File: src/rtl/alu_muldiv_seq_pkg.sv
// Shared ALU opcodes, operation codes and FSM encoding for the multiply/divide sequencer.
package alu_muldiv_pkg;
    localparam int ITER = 16;

    localparam logic [1:0] ALUOP_AND = 2'b00;
    localparam logic [1:0] ALUOP_OR  = 2'b01;
    localparam logic [1:0] ALUOP_ADD = 2'b10;
    localparam logic [1:0] ALUOP_SLT = 2'b11;

    localparam logic [1:0] OP_MULU = 2'b00;
    localparam logic [1:0] OP_DIVU = 2'b01;
    localparam logic [1:0] OP_MULS = 2'b10;
    localparam logic [1:0] OP_DIVS = 2'b11;

    typedef enum logic [1:0] {
        ST_IDLE = 2'b00,
        ST_RUN  = 2'b01,
        ST_DONE = 2'b10,
        ST_SIGN = 2'b11
    } state_t;
endpackage

File: src/rtl/alu_muldiv_seq_if.sv
// Request/result bus plus the borrowed-ALU port of the multiply/divide sequencer.
interface alu_muldiv_seq_if #(
    parameter int WIDTH = 16
);
    logic             i_start;
    logic [1:0]       i_op;
    logic [WIDTH-1:0] i_operand_a;
    logic [WIDTH-1:0] i_operand_b;
    logic             o_busy;
    logic             o_done;
    logic [WIDTH-1:0] o_result_hi;
    logic [WIDTH-1:0] o_result_lo;
    logic             o_div_by_zero;
    logic [WIDTH-1:0] o_alu_a;
    logic [WIDTH-1:0] o_alu_b;
    logic [1:0]       o_alu_op;
    logic             o_alu_b_negate;
    logic [WIDTH-1:0] i_alu_result;
    logic             i_alu_carry_out;

    modport slave (
        input  i_start, i_op, i_operand_a, i_operand_b, i_alu_result, i_alu_carry_out,
        output o_busy, o_done, o_result_hi, o_result_lo, o_div_by_zero,
        output o_alu_a, o_alu_b, o_alu_op, o_alu_b_negate
    );

    modport master (
        output i_start, i_op, i_operand_a, i_operand_b, i_alu_result, i_alu_carry_out,
        input  o_busy, o_done, o_result_hi, o_result_lo, o_div_by_zero,
        input  o_alu_a, o_alu_b, o_alu_op, o_alu_b_negate
    );
endinterface

File: src/rtl/alu_muldiv_seq.sv
// Borrows the shared ALU for one add/sub per cycle: shift-add multiply, restoring divide.
// Define ALU_MULDIV_SIGNED_EN to add MULS/DIVS (abs-value load plus a SIGN fix-up state).
module alu_muldiv_seq #(
    parameter int WIDTH = 16,
    parameter int ITER  = 16,
    parameter int CNT_W = 5
) (
    input logic             i_clk,
    input logic             i_rst,
    alu_muldiv_seq_if.slave bus
);
    import alu_muldiv_pkg::*;

    state_t           r_state, w_state_nxt;
    logic [WIDTH-1:0] r_hi, r_lo, r_d;
    logic [WIDTH-1:0] w_hi_nxt, w_lo_nxt, w_d_nxt;
    logic [CNT_W-1:0] r_cnt, w_cnt_nxt;
    logic             r_dbz, w_dbz_nxt;
    logic             r_is_div, w_is_div_nxt;
    logic [WIDTH-1:0] w_shift, w_ld_a, w_ld_b;
    logic             w_q, w_last;
    logic [WIDTH-1:0] w_alu_a, w_alu_b;
    logic [1:0]       w_alu_op;
    logic             w_alu_bneg;

`ifdef ALU_MULDIV_SIGNED_EN
    logic r_sgn, r_neg_q, r_neg_r;
    logic w_sgn_nxt, w_neg_q_nxt, w_neg_r_nxt;

    function automatic logic [WIDTH-1:0] f_neg(input logic [WIDTH-1:0] v, input logic en);
        return en ? (~v + 1'b1) : v;
    endfunction

    function automatic logic [2*WIDTH-1:0] f_neg2(input logic [2*WIDTH-1:0] v, input logic en);
        return en ? (~v + 1'b1) : v;
    endfunction

    // Signed ops run the unsigned datapath on magnitudes; 0x8000 stays 0x8000 as unsigned.
    assign w_ld_a = f_neg(bus.i_operand_a, bus.i_op[1] & bus.i_operand_a[WIDTH-1]);
    assign w_ld_b = f_neg(bus.i_operand_b, bus.i_op[1] & bus.i_operand_b[WIDTH-1]);
`else
    assign w_ld_a = bus.i_operand_a;
    assign w_ld_b = bus.i_operand_b;
`endif

    assign w_last = (r_cnt == CNT_W'(ITER - 1));

    always_comb begin
        w_state_nxt  = r_state;
        w_hi_nxt     = r_hi;
        w_lo_nxt     = r_lo;
        w_d_nxt      = r_d;
        w_cnt_nxt    = r_cnt;
        w_dbz_nxt    = r_dbz;
        w_is_div_nxt = r_is_div;
`ifdef ALU_MULDIV_SIGNED_EN
        w_sgn_nxt    = r_sgn;
        w_neg_q_nxt  = r_neg_q;
        w_neg_r_nxt  = r_neg_r;
`endif
        w_alu_a      = '0;
        w_alu_b      = '0;
        w_alu_op     = ALUOP_ADD;
        w_alu_bneg   = 1'b0;
        w_shift      = {r_hi[WIDTH-2:0], r_lo[WIDTH-1]};
        w_q          = 1'b0;

        case (r_state)
            ST_IDLE, ST_DONE: begin
                if (bus.i_start) begin
                    w_cnt_nxt    = '0;
                    w_dbz_nxt    = 1'b0;
                    w_is_div_nxt = bus.i_op[0];
                    w_hi_nxt     = '0;
                    w_state_nxt  = ST_RUN;
`ifdef ALU_MULDIV_SIGNED_EN
                    w_sgn_nxt    = bus.i_op[1];
                    w_neg_q_nxt  = bus.i_op[1] & (bus.i_operand_a[WIDTH-1] ^ bus.i_operand_b[WIDTH-1]);
                    w_neg_r_nxt  = bus.i_op[1] & bus.i_operand_a[WIDTH-1];
`endif
                    if (bus.i_op[0] && (bus.i_operand_b == '0)) begin
                        w_hi_nxt    = bus.i_operand_a;
                        w_lo_nxt    = '1;
                        w_dbz_nxt   = 1'b1;
                        w_state_nxt = ST_DONE;
                    end else if (bus.i_op[0]) begin
                        w_lo_nxt = w_ld_a;
                        w_d_nxt  = w_ld_b;
                    end else begin
                        w_lo_nxt = w_ld_b;
                        w_d_nxt  = w_ld_a;
                    end
                end else if (r_state == ST_DONE) begin
                    w_state_nxt = ST_IDLE;
                end
            end

            ST_RUN: begin
                w_cnt_nxt = r_cnt + 1'b1;
                if (r_is_div) begin
                    // Hi[15] set means the 17-bit shifted remainder already exceeds any divisor.
                    w_alu_a    = w_shift;
                    w_alu_b    = r_d;
                    w_alu_bneg = 1'b1;
                    w_q        = r_hi[WIDTH-1] | bus.i_alu_carry_out;
                    w_hi_nxt   = w_q ? bus.i_alu_result : w_shift;
                    w_lo_nxt   = {r_lo[WIDTH-2:0], w_q};
                end else begin
                    w_alu_a = r_hi;
                    w_alu_b = r_d;
                    if (r_lo[0]) begin
                        {w_hi_nxt, w_lo_nxt} = {bus.i_alu_carry_out, bus.i_alu_result, r_lo[WIDTH-1:1]};
                    end else begin
                        {w_hi_nxt, w_lo_nxt} = {1'b0, r_hi, r_lo[WIDTH-1:1]};
                    end
                end
                if (w_last) begin
`ifdef ALU_MULDIV_SIGNED_EN
                    w_state_nxt = r_sgn ? ST_SIGN : ST_DONE;
`else
                    w_state_nxt = ST_DONE;
`endif
                end
            end

`ifdef ALU_MULDIV_SIGNED_EN
            ST_SIGN: begin
                if (r_is_div) begin
                    w_lo_nxt = f_neg(r_lo, r_neg_q);
                    w_hi_nxt = f_neg(r_hi, r_neg_r);
                end else begin
                    {w_hi_nxt, w_lo_nxt} = f_neg2({r_hi, r_lo}, r_neg_q);
                end
                w_state_nxt = ST_DONE;
            end
`endif

            default: w_state_nxt = ST_IDLE;
        endcase
    end

    always_ff @(posedge i_clk) begin
        if (i_rst) begin
            r_state  <= ST_IDLE;
            r_hi     <= '0;
            r_lo     <= '0;
            r_d      <= '0;
            r_cnt    <= '0;
            r_dbz    <= 1'b0;
            r_is_div <= 1'b0;
`ifdef ALU_MULDIV_SIGNED_EN
            r_sgn    <= 1'b0;
            r_neg_q  <= 1'b0;
            r_neg_r  <= 1'b0;
`endif
        end else begin
            r_state  <= w_state_nxt;
            r_hi     <= w_hi_nxt;
            r_lo     <= w_lo_nxt;
            r_d      <= w_d_nxt;
            r_cnt    <= w_cnt_nxt;
            r_dbz    <= w_dbz_nxt;
            r_is_div <= w_is_div_nxt;
`ifdef ALU_MULDIV_SIGNED_EN
            r_sgn    <= w_sgn_nxt;
            r_neg_q  <= w_neg_q_nxt;
            r_neg_r  <= w_neg_r_nxt;
`endif
        end
    end

    assign bus.o_busy         = (r_state == ST_RUN) || (r_state == ST_SIGN);
    assign bus.o_done         = (r_state == ST_DONE);
    assign bus.o_result_hi    = r_hi;
    assign bus.o_result_lo    = r_lo;
    assign bus.o_div_by_zero  = r_dbz;
    assign bus.o_alu_a        = w_alu_a;
    assign bus.o_alu_b        = w_alu_b;
    assign bus.o_alu_op       = w_alu_op;
    assign bus.o_alu_b_negate = w_alu_bneg;
endmodule

File: src/flat_wrapper.sv
// flat-port wrapper written by rule: the top's interface ports become plain ports
module alu_muldiv_seq_flat import alu_muldiv_pkg::*;
#(
    parameter int WIDTH = 16,
    parameter int ITER  = 16,
    parameter int CNT_W = 5
)
  (i_clk, i_rst, bus_i_start, bus_i_op, bus_i_operand_a, bus_i_operand_b, bus_i_alu_result, bus_i_alu_carry_out, bus_o_busy, bus_o_done, bus_o_result_hi, bus_o_result_lo, bus_o_div_by_zero, bus_o_alu_a, bus_o_alu_b, bus_o_alu_op, bus_o_alu_b_negate);
  alu_muldiv_seq_if #(.WIDTH(WIDTH)) bus_i ();
  input logic i_clk;
  input logic i_rst;
  input wire logic [$bits(bus_i.i_start)-1:0] bus_i_start;
  input wire logic [$bits(bus_i.i_op)-1:0] bus_i_op;
  input wire logic [$bits(bus_i.i_operand_a)-1:0] bus_i_operand_a;
  input wire logic [$bits(bus_i.i_operand_b)-1:0] bus_i_operand_b;
  input wire logic [$bits(bus_i.i_alu_result)-1:0] bus_i_alu_result;
  input wire logic [$bits(bus_i.i_alu_carry_out)-1:0] bus_i_alu_carry_out;
  output wire logic [$bits(bus_i.o_busy)-1:0] bus_o_busy;
  output wire logic [$bits(bus_i.o_done)-1:0] bus_o_done;
  output wire logic [$bits(bus_i.o_result_hi)-1:0] bus_o_result_hi;
  output wire logic [$bits(bus_i.o_result_lo)-1:0] bus_o_result_lo;
  output wire logic [$bits(bus_i.o_div_by_zero)-1:0] bus_o_div_by_zero;
  output wire logic [$bits(bus_i.o_alu_a)-1:0] bus_o_alu_a;
  output wire logic [$bits(bus_i.o_alu_b)-1:0] bus_o_alu_b;
  output wire logic [$bits(bus_i.o_alu_op)-1:0] bus_o_alu_op;
  output wire logic [$bits(bus_i.o_alu_b_negate)-1:0] bus_o_alu_b_negate;
  assign bus_i.i_start = bus_i_start;
  assign bus_i.i_op = bus_i_op;
  assign bus_i.i_operand_a = bus_i_operand_a;
  assign bus_i.i_operand_b = bus_i_operand_b;
  assign bus_i.i_alu_result = bus_i_alu_result;
  assign bus_i.i_alu_carry_out = bus_i_alu_carry_out;
  assign bus_o_busy = bus_i.o_busy;
  assign bus_o_done = bus_i.o_done;
  assign bus_o_result_hi = bus_i.o_result_hi;
  assign bus_o_result_lo = bus_i.o_result_lo;
  assign bus_o_div_by_zero = bus_i.o_div_by_zero;
  assign bus_o_alu_a = bus_i.o_alu_a;
  assign bus_o_alu_b = bus_i.o_alu_b;
  assign bus_o_alu_op = bus_i.o_alu_op;
  assign bus_o_alu_b_negate = bus_i.o_alu_b_negate;
  alu_muldiv_seq #(.WIDTH(WIDTH), .ITER(ITER), .CNT_W(CNT_W)) u_core (.i_clk(i_clk), .i_rst(i_rst), .bus(bus_i));
endmodule
File: config.mk
export PLATFORM = sky130hd
export DESIGN_NAME = alu_muldiv_seq_flat
export DESIGN_NICKNAME = d
export VERILOG_FILES = /design/src/rtl/alu_muldiv_seq_pkg.sv /design/src/rtl/alu_muldiv_seq_if.sv /design/src/rtl/alu_muldiv_seq.sv /design/src/flat_wrapper.sv
export SDC_FILE = /design/constraint.sdc
export NUM_CORES = 1
export LEC_CHECK = 0
export ABC_AREA = 1
export ABC_CLOCK_PERIOD_IN_PS = 3300
export BUFFER_PORTS_ARGS = -buffer_cell sky130_fd_sc_hd__buf_2
export CORE_MARGIN = 2
export CORE_UTILIZATION = 40
export CTS_BUF_LIST = sky130_fd_sc_hd__clkbuf_16
export DETAILED_ROUTE_END_ITERATION = 12
export PLACE_DENSITY = 0.73
export SETUP_SLACK_MARGIN = 0.5
export SLEW_MARGIN = 20
export SYNTH_ARGS = -nofsm -noshare
export SYNTH_HDL_FRONTEND = slang
export SYNTH_SLANG_ARGS = --single-unit
File: constraint.sdc
create_clock -name i_clk -period 3.3 [get_ports i_clk]
set_clock_uncertainty 0.1 [all_clocks]
set_input_delay 0.66 -clock i_clk [delete_from_list [all_inputs] [get_ports i_clk]]
set_output_delay 0.66 -clock i_clk [all_outputs]
set_load 0.02 [all_outputs]
Word-level counts from Yosys, hierarchy flattened. Cells that the tools add are included.

Bits in read-only memories: 0. Bits in latches: 0. RAM bits: 0. Output and inout port bits: 70. Memories kept: 0. Register bits: 57.

Add/sub/neg operators: 1. Bitwise operators: 2. Eq/ne operators: 7. Shifts and indexed selects: 0. Muxes and demuxes: 26. Div/mod/pow operators: 0. $mul: 0. Order comparisons: 0. Reductions and logical operators: 10.

Operators with widths (count): $mux W16 (14); $pmux W16 S2 (2); $logic_not A16 Y1 (1); $pmux W5 S2 (1); $mux W2 (4); $reduce_and A2 Y1 (3); $add A5 B1 Y5 const B (1); $eq A5 B4 Y1 const B (1); $mux W5 (1); $eq A2 B2 Y1 const B (2); $pmux W2 S2 (1); $mux W1 (3); $ne A3 B3 Y1 const B (1); $reduce_and A3 Y1 (1); $eq A2 B1 Y1 const B (1); $logic_not A2 Y1 (1); $ne A2 B1 Y1 const B (1); $ne A2 B2 Y1 const B (1); $reduce_bool A2 Y1 (1); $reduce_or A2 Y1 (1); $logic_and A1 B1 Y1 (1); $logic_or A1 B1 Y1 (1); $not A1 Y1 (1); $or A1 B1 Y1 (1).

Depth between registers and ports, before layout. Gate-level depths: netlist of the first run.

Depth in word-level cells: 5. Depth in mapped cells: 9. Gate-level depth less buffers: 8.

Worst setup path before layout of the first run. No wires, ideal clock.

Kind: register to output. Start point: register u_core.r_state[0]. End point: output bus_o_alu_a[15]. Cell stages (with the launch flop): 7. Setup slack: 1210 ps. Arrival: 1330 ps. Data required time: 2540 ps. Cell sequence: dfxtp_1 -> nand2_2 -> buf_6 -> inv_2 -> buf_2 -> o21ai_0 -> a21oi_1.

Cells in the longest elaborated chain, start to end: 2.

Ends and longest elaborated chain: from (decl) (RTL line alu_muldiv_seq.sv:14) `state_t r_state, w_state_nxt;`; from (signal assigned) (RTL line alu_muldiv_seq.sv:157) `r_state <= w_state_nxt;`; $eq A2 B1 Y1 (RTL line alu_muldiv_seq.sv:68) `case (r_state)`; $mux W16 (RTL line alu_muldiv_seq.sv:68); to (decl) (RTL line flat_wrapper.sv:23) `output wire logic [$bits(bus_i.o_alu_a)-1:0] bus_o_alu_a;`.

Every way passes these cells.

Final worst setup path of the first run.
Start point: register u_core.r_state[0]. End point: output bus_o_alu_a[0].

The elaborated chain is that of the path after synthesis.

==> impl_metrics.toml, run 1 <==
[power]
power.internal_w = 0.00157
power_frac_seq_pct = 34.1
total_leakage_power_nw = 2.52
p_sw_w = 0.000728
ir_drop_uv = 307
p_total_w = 0.00230
p_sw_share_pct = 31.7
power_density_nw_per_um2 = 472
p_clk_share_pct = 41.8
p_comb_share_pct = 24.1

[timing]
drv_slew = 0
setup_tns_ps = 0
final_hold_viol_count = 0
rsz0062_at_grt = "false"
setup_violations = 0
relSlewSlack_pct = 50.2
period_minus_slack_ps = 2590
worst_slew_pin_slew_ps = 747
timing.fmax_ghz = 0.387
holdWs_ps = 379
fin_crit_sh_pct = 78.4

[route]
vias = 4506
first_pass_iters = 5
dr.first_iter.drc_count = 317
wl_met2_microns = 5500
drt-total-wl_microns = 12100
routed_via_density = 4.90
m1WireLength_microns = 5480
drcViolationCount = 0
post_drt_wl_per_cell_microns = 13.1
highest_layer = "met4"
ant_nets = 0
dr_wl_met3_microns = 908

[cts]
cts_buffers = 9
worstSkewPairLatency_ps = 330
root_buffer = "clkbuf_16"
cts_setup_buffers = 0
cts_tree = "yes"
cts.hold.buffers_added = 0
clk_path_buf_depth = 2
htreeDepth = 3
cts_sinks = 57
path_clk_slew_ps = 50
ctsResizeCount = 0

[yosys]
ys_types = 30
synthCells = 688
synth_seq_cells = 57
synth_area_sq_um = 3990
ys_warn_count = 0
syn_nets = 744
syn_avg_cell_area_sq_um = 5.80
yosysTopAreaCell = "dfxtp_1"
yosysTopAreaCellShare_pct = 28.6
seq_area_frac_synth_pct = 28.6
yosys-top-cells-area = "dfxtp_1, nand2_1, a21oi_1"

[finish]
final_common_cell = "nand2_1"
final_cell_mix = "nand2_1, buf_2, inv_1"
area_growth_pct = 22.2
utilization_pct = 50.1
drive_above_1_share_pct = 19.5
finalNetCount = 837
diodes = 0

[floorplan]
die-area_sq_um = 10800
initial_core_util_pct = 41.0
core.rowCount = 36
fp.coreArea_sq_um = 9730
die_x_microns = 104
fp.dieH_microns = 104
io_pins = 124

[worst_setup_path]
startpoint_type = "register"
cp.arrival_ps = 1830
r2r_slack_ps = 1190
cp.required_ps = 2540
crit_fanout = 37
cp-end-kind = "output port"
crit_type = "reg2out"

[place]
dp_hpwl_microns = 8660
numPortBuffers = 120
place.gp.congestion = 0.864

[global_routing]
antenna_found_initial = 0
grt_usage_pct = 21.9
overflow = 0
grt_pass1_wl_microns = 19300
grt_start_max_net_pins = 38
grt_pass1_vias = 3868

[outcome]
outcome = "completed"

[job]
cap_violations = 0

[hold_path]
holdCritPathClass = "reg2reg"
cells in the mapped netlist:
library cell,number
nand2_2,3
nor2_8,1
nor2_1,91
clkbuf_1,20
nand3_4,1
nor2_4,1
a221oi_1,1
buf_2,14
conb_1,2
inv_1,93
ha_1,2
a211oi_1,1
dfxtp_1,57
nand2_4,2
a21oi_2,1
buf_6,5
nand2_1,174
mux2i_1,8
buf_1,2
o21ai_0,70
o21a_1,1
nor3_1,2
nand3_1,33
buf_4,4
nand3b_1,1
a21oi_1,85
o21ai_1,2
nor2_2,2
o22ai_1,6
inv_2,3
state kept, by name (all words and copies together), names as in the netlist:
name and flops:
u_core.bus.o_result_hi 16, u_core.bus.o_result_lo 16, u_core.r_d 16, u_core.r_cnt 5, u_core.r_state 2, u_core.bus.o_div_by_zero 1
u_core.r_is_div 1
kinds of logic (layout without fill, tap and decap cells):
logic type,Yosys count,count (layout),share of synthesized area [%]
and+or+nand+nor,311,311,32.1
AOI/OAI and AO/OA,167,167,21.5
muxes,8,8,2.01
other,2,2,0.188
buffers and inverters,141,239,15.0
DFF,57,57,28.6
adders and majority gates,2,2,0.627
metal layers:
layer	global-route usage (%)	vias to the layer above
met5	0	-
met4	7.82	0
met3	3.88	15
met2	34.7	166
met1	29.9	1979
li1	-	2346
final timing paths:
check,end,from,depth (start not counted)
max reg2reg,u_core.r_cnt[2],u_core.r_state[0],6
max,bus_o_alu_a[0],u_core.r_state[0],5
min reg2reg,u_core.r_d[2],u_core.r_d[2],2
min,u_core.r_d[2],u_core.r_d[2],2
power by group through the flow:
stage	Combinational, W	Sequential (W)	Clock [W]
floorplan	0.000374	0.000819	0
global placement	0.000546	0.000796	0
detailed placement	0.000551	0.000797	0
CTS	0.000553	0.000783	0.000972
global route	0.000619	0.000791	0.00100
finish	0.000555	0.000783	0.000961
critical path, stage by stage (launching register included):
cell and delay (ps):
dfxtp_1 440, nand2_2 100, inv_2 430, o21ai_0 170, a21oi_1 170, buf_2 190
layout make-up:
type | count | area [sq um]
fill | 1084 | 4850
multi-input combinational | 490 | 2250
sequential | 57 | 1140
timing repair buffer | 127 | 653
inverter | 96 | 360
clock buffer | 9 | 225
tap | 133 | 166
clock inverter | 7 | 78.8
per-stage QoR:
step	worst slack [ps]	area [sq um]	instances
floorplan	1210	3990	688
global placement	1070	4570	903
detailed placement	1050	4570	903
CTS	695	4870	919
global route	548	4870	919
finish	713	4870	919
(Power assumes the default switching activity.)
==> run 2, diff against run 1 <==
--- a/config.mk
+++ b/config.mk
@@ -6,7 +6,7 @@
 export NUM_CORES = 1
 export LEC_CHECK = 0
 export ABC_AREA = 1
-export ABC_CLOCK_PERIOD_IN_PS = 3300
+export ABC_CLOCK_PERIOD_IN_PS = 2500
 export BUFFER_PORTS_ARGS = -buffer_cell sky130_fd_sc_hd__buf_2
 export CORE_MARGIN = 2
 export CORE_UTILIZATION = 40
==> constraint.sdc (replaced) <==
create_clock -name i_clk -period 2.5 [get_ports i_clk]
set_clock_uncertainty 0.1 [all_clocks]
set_input_delay 0.5 -clock i_clk [delete_from_list [all_inputs] [get_ports i_clk]]
set_output_delay 0.5 -clock i_clk [all_outputs]
set_load 0.02 [all_outputs]
==> run 2 against run 1 <==
Against the previous run: combinational power grew 41%; routed wire length grew 4.6%; critical path depth grew 1; die area is the same; utilization grew 1.2 points; clock-buffer cell count is the same; sequential power grew 32%; clock power grew 20%; first-iteration DRC count shrank 1.9%; cell count grew 0.98%; flip-flop and latch count is the same; setup slack lost 150 ps; largest power group unchanged.
==> impl_metrics.toml, run 2 (synthesis results as in run 1) <==
[outcome]
outcome = "completed"

[timing]
final_hold_viol_count = 0
rsz0062_at_grt = "true"
fin_crit_sh_pct = 77.6
setup_violations = 0
relSlewSlack_pct = 60.0
timing.fmax_ghz = 0.515
period_minus_slack_ps = 1940
setup_tns_ps = 0
drv_slew = 0
worst_slew_pin_slew_ps = 599
fin_ws_ps = 560

[cts]
cts_tree = "yes"
worstSkewPairLatency_ps = 320
htreeDepth = 3
path_clk_slew_ps = 50
cts_buffers = 9
root_buffer = "clkbuf_16"
clk_path_buf_depth = 2
cts.hold.buffers_added = 0
cts_sinks = 57

[worst_setup_path]
crit_type = "reg2out"
cp_top_family = "buffers and inverters"
slowest_stage = "dfxtp_1"
worstPathCellList = "inv_2 -> nand2_8 -> inv_8 -> o21ai_0 -> a21oi_1 -> buf_2"
cp.required_ps = 1900
critPathBufInv = 3
crit_fanout = 8
startpoint_type = "register"
cp-end-kind = "output port"
crit_path_start = "u_core.r_state[1]"
cp.arrival_ps = 1340
critPathMaxStageDelay_ps = 310
reg2reg_from = "u_core.r_state[0]"

[finish]
final_common_cell = "nand2_1"
final_cell_mix = "nand2_1, buf_2, inv_1"
fin_area_sq_um = 5000
finalNetCount = 846
area_growth_pct = 25.3
diodes = 0
utilization_pct = 51.4
drive_above_1_share_pct = 20.6

[route]
first_pass_iters = 5
post_drt_wl_per_cell_microns = 13.6
vias = 4575
dr.first_iter.drc_count = 311
ant_nets = 0
drt-total-wl_microns = 12600
drcViolationCount = 0
routed_via_density = 4.93

[place]
dp_hpwl_microns = 8970
post_dp_cell_area_sq_um = 4620
place.gp.congestion = 0.852
pre_cts_slack_ps = 504
numPortBuffers = 120

[power]
power.internal_w = 0.00200
power_frac_seq_pct = 34.7
p_sw_w = 0.000970
p_clk_share_pct = 38.9
power_density_nw_per_um2 = 594
p_comb_share_pct = 26.4
total_leakage_power_nw = 2.57
ir_drop_uv = 500
p_total_w = 0.00297
p_sw_share_pct = 32.7

[hold_path]
hp-start = "bus_i_operand_a[15]"
holdCritPathClass = "in2reg"

[global_routing]
grt_pass1_vias = 4030
grt_pass1_wl_microns = 20000
antenna_found_initial = 0
overflow = 0
grt_start_max_net_pins = 39
grt_usage_pct = 22.5

[floorplan]
die-area_sq_um = 10800
fp.dieH_microns = 104
io_pins = 124
initial_core_util_pct = 41.0
core.rowCount = 36
fp.coreArea_sq_um = 9730
die_x_microns = 104

[job]
cap_violations = 0
run 2: tightest hold or removal path, cell delays in order:
cell and delay, ps:
buf_2 110, nand2_1 60, a21oi_1 50
run 2: final timing paths:
kind / depth (start not counted) / to / slack [ps]
worst max-delay path: 6 / bus_o_alu_a[0] / 560
worst min-delay path: 3 / u_core.bus.o_result_hi[15] / 350
worst max register to register: 7 / u_core.r_d[13] / 710
worst min register to register: 2 / u_core.r_d[1] / 380
run 2: power groups by stage:
| stage | clock, W | combinational [W] | sequential (W) |
|---|---|---|---|
| final | 0.00115 | 0.000785 | 0.00103 |
| after global routing | 0.00121 | 0.000876 | 0.00104 |
| after CTS | 0.00117 | 0.000757 | 0.00103 |
| after detailed placement | 0 | 0.000746 | 0.00105 |
| after global placement | 0 | 0.000739 | 0.00105 |
| after floorplan | 0 | 0.000493 | 0.00108 |
run 2: repair_timing:
| item | in CTS | in global routing |
|---|---|---|
| pin swaps | 0 | 1 |
| setup buffers | 0 | 1 |
| setup endpoints to repair | 16 | 43 |
| cloned | 1 | 2 |
| gates resized for setup | 7 | 10 |
run 2: layout make-up:
| type | instances | area, sq um |
|---|---|---|
| Fill cell | 1073 | 4730 |
| Sequential cell | 57 | 1150 |
| Multi-Input combinational cell | 490 | 2270 |
| Inverter | 96 | 368 |
| Clock inverter | 7 | 53.8 |
| Tap cell | 133 | 166 |
| Timing Repair inverter | 2 | 17.5 |
| Timing Repair Buffer | 134 | 749 |
| Clock buffer | 9 | 225 |
run 2: metrics by stage:
stage | cells | hold WS, ps
6_report | 928 | 352
5_1_grt | 928 | 356
4_1_cts | 925 | 344
3_5_place_dp | 908 | 364
3_3_place_gp | 908 | 358
2_1_floorplan | 688 | 337
run 2: layer usage:
metal | global-route usage (%) | share of wire [%] | vias up | wire length [microns]
met5 | 0 | 0 | - | 0
met4 | 5.98 | 1.3 | 0 | 164
met3 | 5.39 | 8.3 | 13 | 1040
met2 | 35.7 | 46 | 202 | 5750
met1 | 30.6 | 45 | 2001 | 5650
li1 | - | - | 2359 | -
